File: src/rtl/spi_pkg.sv
// rtl/spi_pkg.sv - shared constants for the SPI memory slave
package spi_pkg;

   // Width of one SPI word; the shift register defaults to this.
   localparam int SPI_WORD_WIDTH = 8;

   // Address field width carried in the first byte.
   localparam int SPI_ADDR_WIDTH = 7;

   // Bit position of the read/write flag within the first byte.
   localparam int SPI_RW_BIT = 0;

   // Mode 0: SCLK idles low, data sampled on rising edge, changed on falling edge.
   localparam logic SPI_CPOL = 1'b0;
   localparam logic SPI_CPHA = 1'b0;

endpackage

File: src/rtl/spi_shift_register.sv
// rtl/spi_shift_register.sv - SPI slave datapath shift register with MISO output
//
// Ports:
//   clk, reset       system clock, synchronous active-high reset
//   sclk_posedge     one-clk strobe: conditioned SCLK rising edge (shift in)
//   sclk_negedge     one-clk strobe: conditioned SCLK falling edge (update miso)
//   chipselect       1 = deselected, 0 = active transaction
//   mosi             serial data in
//   parallel_load    load parallel_in into the shift register
//   parallel_in      word from data memory
//   miso_enable      request to drive the MISO pad
//   parallel_out     current shift register contents
//   miso             registered serial data out
//   miso_oe          MISO pad output enable
//   byte_done        one-clk pulse after every WIDTH-th shifted bit
module spi_shift_register
   import spi_pkg::*;
#(
   parameter int WIDTH = SPI_WORD_WIDTH
) (
   input  logic             clk,
   input  logic             reset,
   input  logic             sclk_posedge,
   input  logic             sclk_negedge,
   input  logic             chipselect,
   input  logic             mosi,
   input  logic             parallel_load,
   input  logic [WIDTH-1:0] parallel_in,
   input  logic             miso_enable,
   output logic [WIDTH-1:0] parallel_out,
   output logic             miso,
   output logic             miso_oe,
   output logic             byte_done
);

   localparam int CW = $clog2(WIDTH);
   localparam logic [CW-1:0] LAST_BIT = CW'(WIDTH - 1);

   logic [WIDTH-1:0] shift_reg_q, shift_reg_d;
   logic             miso_q, miso_d;
   logic             miso_oe_q, miso_oe_d;
   logic [CW-1:0]    bit_count_q, bit_count_d;
   logic             byte_done_q, byte_done_d;

   always_comb begin
      shift_reg_d = shift_reg_q;
      miso_d      = miso_q;
      bit_count_d = bit_count_q;
      byte_done_d = 1'b0;
      miso_oe_d   = miso_enable & ~chipselect;

      if (chipselect) begin
         // Deselected: abandon any partial word, keep data and miso.
         bit_count_d = '0;
      end else if (parallel_load) begin
         // Present the MSB immediately so it is valid before the first rising SCLK.
         shift_reg_d = parallel_in;
         miso_d      = parallel_in[WIDTH-1];
         bit_count_d = '0;
      end else if (sclk_posedge) begin
         // A coincident falling strobe is illegal and simply dropped here.
         shift_reg_d = {shift_reg_q[WIDTH-2:0], mosi};
         if (bit_count_q == LAST_BIT) begin
            bit_count_d = '0;
            byte_done_d = 1'b1;
         end else begin
            bit_count_d = bit_count_q + 1'b1;
         end
      end else if (sclk_negedge) begin
         miso_d = shift_reg_q[WIDTH-1];
      end
   end

   always_ff @(posedge clk) begin
      if (reset) begin
         shift_reg_q <= '0;
         miso_q      <= 1'b0;
         miso_oe_q   <= 1'b0;
         bit_count_q <= '0;
         byte_done_q <= 1'b0;
      end else begin
         shift_reg_q <= shift_reg_d;
         miso_q      <= miso_d;
         miso_oe_q   <= miso_oe_d;
         bit_count_q <= bit_count_d;
         byte_done_q <= byte_done_d;
      end
   end

   assign parallel_out = shift_reg_q;
   assign miso         = miso_q;
   assign miso_oe      = miso_oe_q;
   assign byte_done    = byte_done_q;

endmodule

File: config.mk
export PLATFORM = sky130hd
export DESIGN_NAME = spi_shift_register
export DESIGN_NICKNAME = d
export VERILOG_FILES = /design/src/rtl/spi_pkg.sv /design/src/rtl/spi_shift_register.sv
export SDC_FILE = /design/constraint.sdc
export NUM_CORES = 1
export LEC_CHECK = 0
export BUFFER_PORTS_ARGS = -buffer_cell sky130_fd_sc_hd__buf_2
export CORE_MARGIN = 2
export CORE_UTILIZATION = 53
export CTS_BUF_LIST = sky130_fd_sc_hd__clkbuf_2 sky130_fd_sc_hd__clkbuf_4 sky130_fd_sc_hd__clkbuf_8
export CTS_CLUSTER_SIZE = 40
export DETAILED_ROUTE_END_ITERATION = 12
export PLACE_DENSITY = 0.91
export SLEW_MARGIN = 15
export SYNTH_ARGS = -nofsm -noshare
export SYNTH_HDL_FRONTEND = slang
export SYNTH_SLANG_ARGS = --single-unit
File: constraint.sdc
create_clock -name clk -period 2.4 [get_ports clk]
set_input_delay 0.12 -clock clk [delete_from_list [all_inputs] [get_ports clk]]
set_output_delay 0.12 -clock clk [all_outputs]
set_load 0.005 [all_outputs]
== Word-level counts from Yosys, hierarchy flattened ==
Cells that the tools add are included.
Storage, ports and cells
  input bits: 16
  output and inout bits: 11
  bits in registers: 14
  logic and storage cells: 24
Cells by class
  mux-type cells: 7
  $add $sub $neg: 1
  reductions and logical operators: 6
  eq/ne operators: 2
  bitwise operators: 3
Operator list (count)
  $mux W8: 2
  $mux W1: 4
  $reduce_bool A2 Y1: 2
  $reduce_or A4 Y1: 1
  $add A3 B1 Y3 const B: 1
  $eq A3 B3 Y1 const B: 1
  $mux W3: 1
  $reduce_and A3 Y1: 1
  $reduce_or A3 Y1: 1
  $ne A2 B1 Y1 const B: 1
  $not A1 Y1: 2
  $reduce_and A2 Y1: 1
  $and A1 B1 Y1: 1

== Logic depth before layout (Yosys ltp) ==
  depth after elaboration: 3
  depth in mapped cells: 6
  depth with buffers taken out: 5

== Least setup slack after synthesis ==
Ideal clock, no wire load.
  kind: register -> register
  from: reg bit_count_q[0]
  to: reg bit_count_q[2]
  period minus slack after synthesis: 1023 ps
  stages on the path, launching flop included: 5
  required time: 2285 ps
  path buffers: 0
  arrival: 908 ps
  library setup time: 115 ps
  slack: 1377 ps
  path through: dfxtp_1 > ha_1 > ha_1 > mux2i_1 > nor2_1
Between the ends
  cells in the longest elaborated chain, start to end: 2
  elaborated cells on any way between the ends: 3
  classes of those cells: add/sub: 1; eq/ne: 1; mux: 1
RTL lines
  from (decl): line spi_shift_register.sv:42  | logic [CW-1:0] bit_count_q, bit_count_d;
  from (signal assigned): line spi_shift_register.sv:85  | bit_count_q <= bit_count_d;
  $add A3 B1 Y3 / $eq A3 B3 Y1 (equally long branches): line spi_shift_register.sv:67, spi_shift_register.sv:63
  $mux W3 (*): line spi_shift_register.sv:63  | if (bit_count_q == LAST_BIT) begin
Every way passes the cells marked *; elsewhere a longest branch is shown, timed or not.
A chain may end at the register's enable or synchronous reset.

== Worst setup path after layout ==
  from: in parallel_load
  to: reg shift_reg_q[4], in the netlist parallel_out[4]
Between the ends
  cells in the longest elaborated chain, start to end: 2
  elaborated cells on any way between the ends: 3
  classes of those cells: mux: 1; reduce/logical: 2
RTL lines
  from (decl): line spi_shift_register.sv:27  | input logic parallel_load,
  $reduce_bool A2 Y1 (no line)
  $reduce_and A2 Y1 (no line)
  to (signal assigned): line spi_shift_register.sv:82  | shift_reg_q <= shift_reg_d;
  to (decl): line spi_shift_register.sv:39  | logic [WIDTH-1:0] shift_reg_q, shift_reg_d;
Several ways; a longest one is shown, not always the timed one.

==> results_dict.tcl <==
set metrics [dict create \
    coreArea_sq_mm 0.00127 \
    period_needed_ns 1.21 \
    clock-sinks 14 \
    dp_slack_ns 0.968 \
    dp_hpwl_mm 1.00 \
    syn2layout_area_growth_pct 18.5 \
    clkPwrFrac_pct 33.6 \
    post_cts_resized 0 \
    setup_viol 0 \
    run_status "finished clean" \
    critPathBufInv 1 \
    post_dp_cell_area_sq_um 796 \
    synth_edf_count 0 \
    startpoint_type "input pin" \
    max_freq_mhz 827 \
    gp_congestion 0.710 \
    seqCellArea_sq_um 280 \
    crit_slowest_cell "o21ba_1" \
    startpoint "parallel_load" \
    rows 13 \
    finalCritPeriodShare_pct 50.4 \
    cap_viol_max_count 0 \
    synthCells 64 \
    portBuffers 26 \
    clock_latency_ns 0.28 \
    firstDrtPassIters 4 \
    slew_viol_final 0 \
    drcViolationCount 0 \
    syn_avg_cell_area_sq_um 11.0 \
    initial_core_util_pct 55.3 \
    p_int_mw 0.378 \
    fin_cells 104 \
    cp_top_family "compound AO/OA/AOI/OAI gates" \
    num_vias 557 \
    ys_seq_area_share_pct 39.9 \
    fin_worst_hold_slack_ns 0.0361 \
    wire_per_inst_um 12.9 \
    switching_share_pct 25.6 \
    synth_flop_cell "dfxtp_1" \
    switching_power_mw 0.130 \
    routed_wl_mm 1.34 \
    skew_ns 0.00456 \
    worst_setup_path_end_kind "flip-flop" \
    yosysMostFrequentCell "dfxtp_1" \
    syn-cell-area_sq_um 702 \
    synth_common_cells "dfxtp_1, mux2i_1, nor2_1" \
    ys_ff_latch 14 \
    htree_levels 1 \
    final_area_sq_um 832 \
    p_leak_nw 0.407 \
    antenna_cells 0 \
    finalWorstSetupSlack_ns 1.19 \
    min_path_type "in2reg" \
    numCtsBuffers 3 \
    cts.clk_slew.worst_paths_ns 0.09 \
    synth_top_area_cell "dfxtp_1" \
    pwr-share-comb_pct 16.4 \
    drt_iter0_drc 14 \
    hold_violations 0 \
    arrival_ns 1.40 \
    antenna_found_initial 0 \
    grt_pass1_wl_mm 2.04 \
    p_total_mw 0.508 \
    final_util_pct 65.6 \
    tns_ns 0 \
    async_flop_share_pct 0 \
    r2r_start "bit_count_q[0]" \
    hold_start "chipselect" \
    synth_area_leaders "dfxtp_1, mux2i_1, a211oi_2, nor2_1, ha_1" \
    p_per_area_mw_per_mm2 611 \
    grt_overflow 0 \
    die_x_um 40.4 \
    track_usage_pct 18.9 \
    ir_worst_vdd_v 0.000334 \
    rsz0062_at_grt "no" \
    pin_count 27 \
    fillers 108 \
    critPathMaxStageDelay_ns 0.63 \
    tightest_slew_ns 0.703 \
    die_h_um 40.4 \
    grt_max_degree 17 \
    ctsHoldBuffers 0 \
    synth_cell_types 20 \
    crit_fanout 16 \
    drive_above_1_share_pct 47.2 \
    cts_tree "built" \
    ant_nets 0 \
    dieArea_sq_mm 0.00163 \
    cts_root_buf "clkbuf_4" \
    syn_nets 82 \
    seqPwrFrac_pct 50.0 \
    cts_max_path_buffers 2 \
    fin_nets 108 \
    crit_type "in2reg" \
    via_per_inst 5.36 \
    grt_pass1_vias 505 \
    multiInputGateArea_sq_um 363 \
    dp.cells 100 \
    yosysWarningCount 0 \
    crit_chain "buf_2 > o21ba_1 > nor2_1 > a211oi_2" \
    yosys.area.top_type_share_pct 39.9 \
    slew_headroom_pct 53.1 \
    required_ns 2.60 \
    postCtsSetupBuffers 0 \
]
-- routing by layer --
metal	global-route usage (%)	vias up	wire, um
met5	0	-	0
met4	7.50	0	27
met3	3.33	4	58
met2	33.7	17	678
met1	21.8	261	577
li1	-	275	-
-- cell families (layout without fill, tap and decap cells) --
family                   after synthesis  count (layout)  share of synthesized area [%]
adder cells (fa/ha/maj)                2               2                           3.56
buffers and inverters                  6              31                           8.38
flip-flops                            14              14                           39.9
multiplexers                          12              12                           17.3
AND/OR/NAND/NOR                       19              19                           13.4
AO/OA/AOI/OAI                         11              11                           17.5
-- worst reg2reg max path, cell delays in order, from the launching register on --
cell and delay [ns]:
dfxtp_1 0.34, ha_1 0.20, ha_1 0.19, nor3b_1 0.21, a21oi_1 0.07, nor2_1 0.08
-- layout by cell type (no fill, tap or decap), types with 2 or more instances in the layout --
cell type,netlist,layout
ha_1,2,2
nor2_1,11,11
dfxtp_1,14,14
nor2_2,2,2
a211oi_2,8,8
mux2i_1,11,11
nor3b_1,2,2
clkbuf_4,1,3
buf_2,1,26
-- registers in the layout, summed over array words and instances (netlist names) --
name and flops:
miso 1, byte_done 1, miso_oe 1, parallel_out 8
bit_count_q 3
-- power groups by stage --
stage	Sequential [mW]	Combinational [mW]	Clock, mW
floorplan	0.259	0.0609	0
finish	0.254	0.0833	0.171
CTS	0.254	0.0845	0.170
global route	0.256	0.0915	0.189
detailed placement	0.259	0.0833	0
global placement	0.259	0.0801	0
-- final timing paths --
kind / endpoint / slack [ns] / cells past startpoint
worst max-delay path: parallel_out[4] / 1.19 / 4
worst min register to register: bit_count_q[2] / 0.52 / 2
worst min-delay path: miso_oe / 0.04 / 2
worst max register to register: bit_count_q[0] / 1.25 / 5
-- final cells by class --
class                   count  area share, %
clock buffers               4           4.36
multi-input cells          44           43.6
well taps                  15           2.26
repair buffers             26           15.6
inverters                   1          0.451
flip-flops and latches     14           33.7
Note: power is estimated with default switching activity, not from simulation.
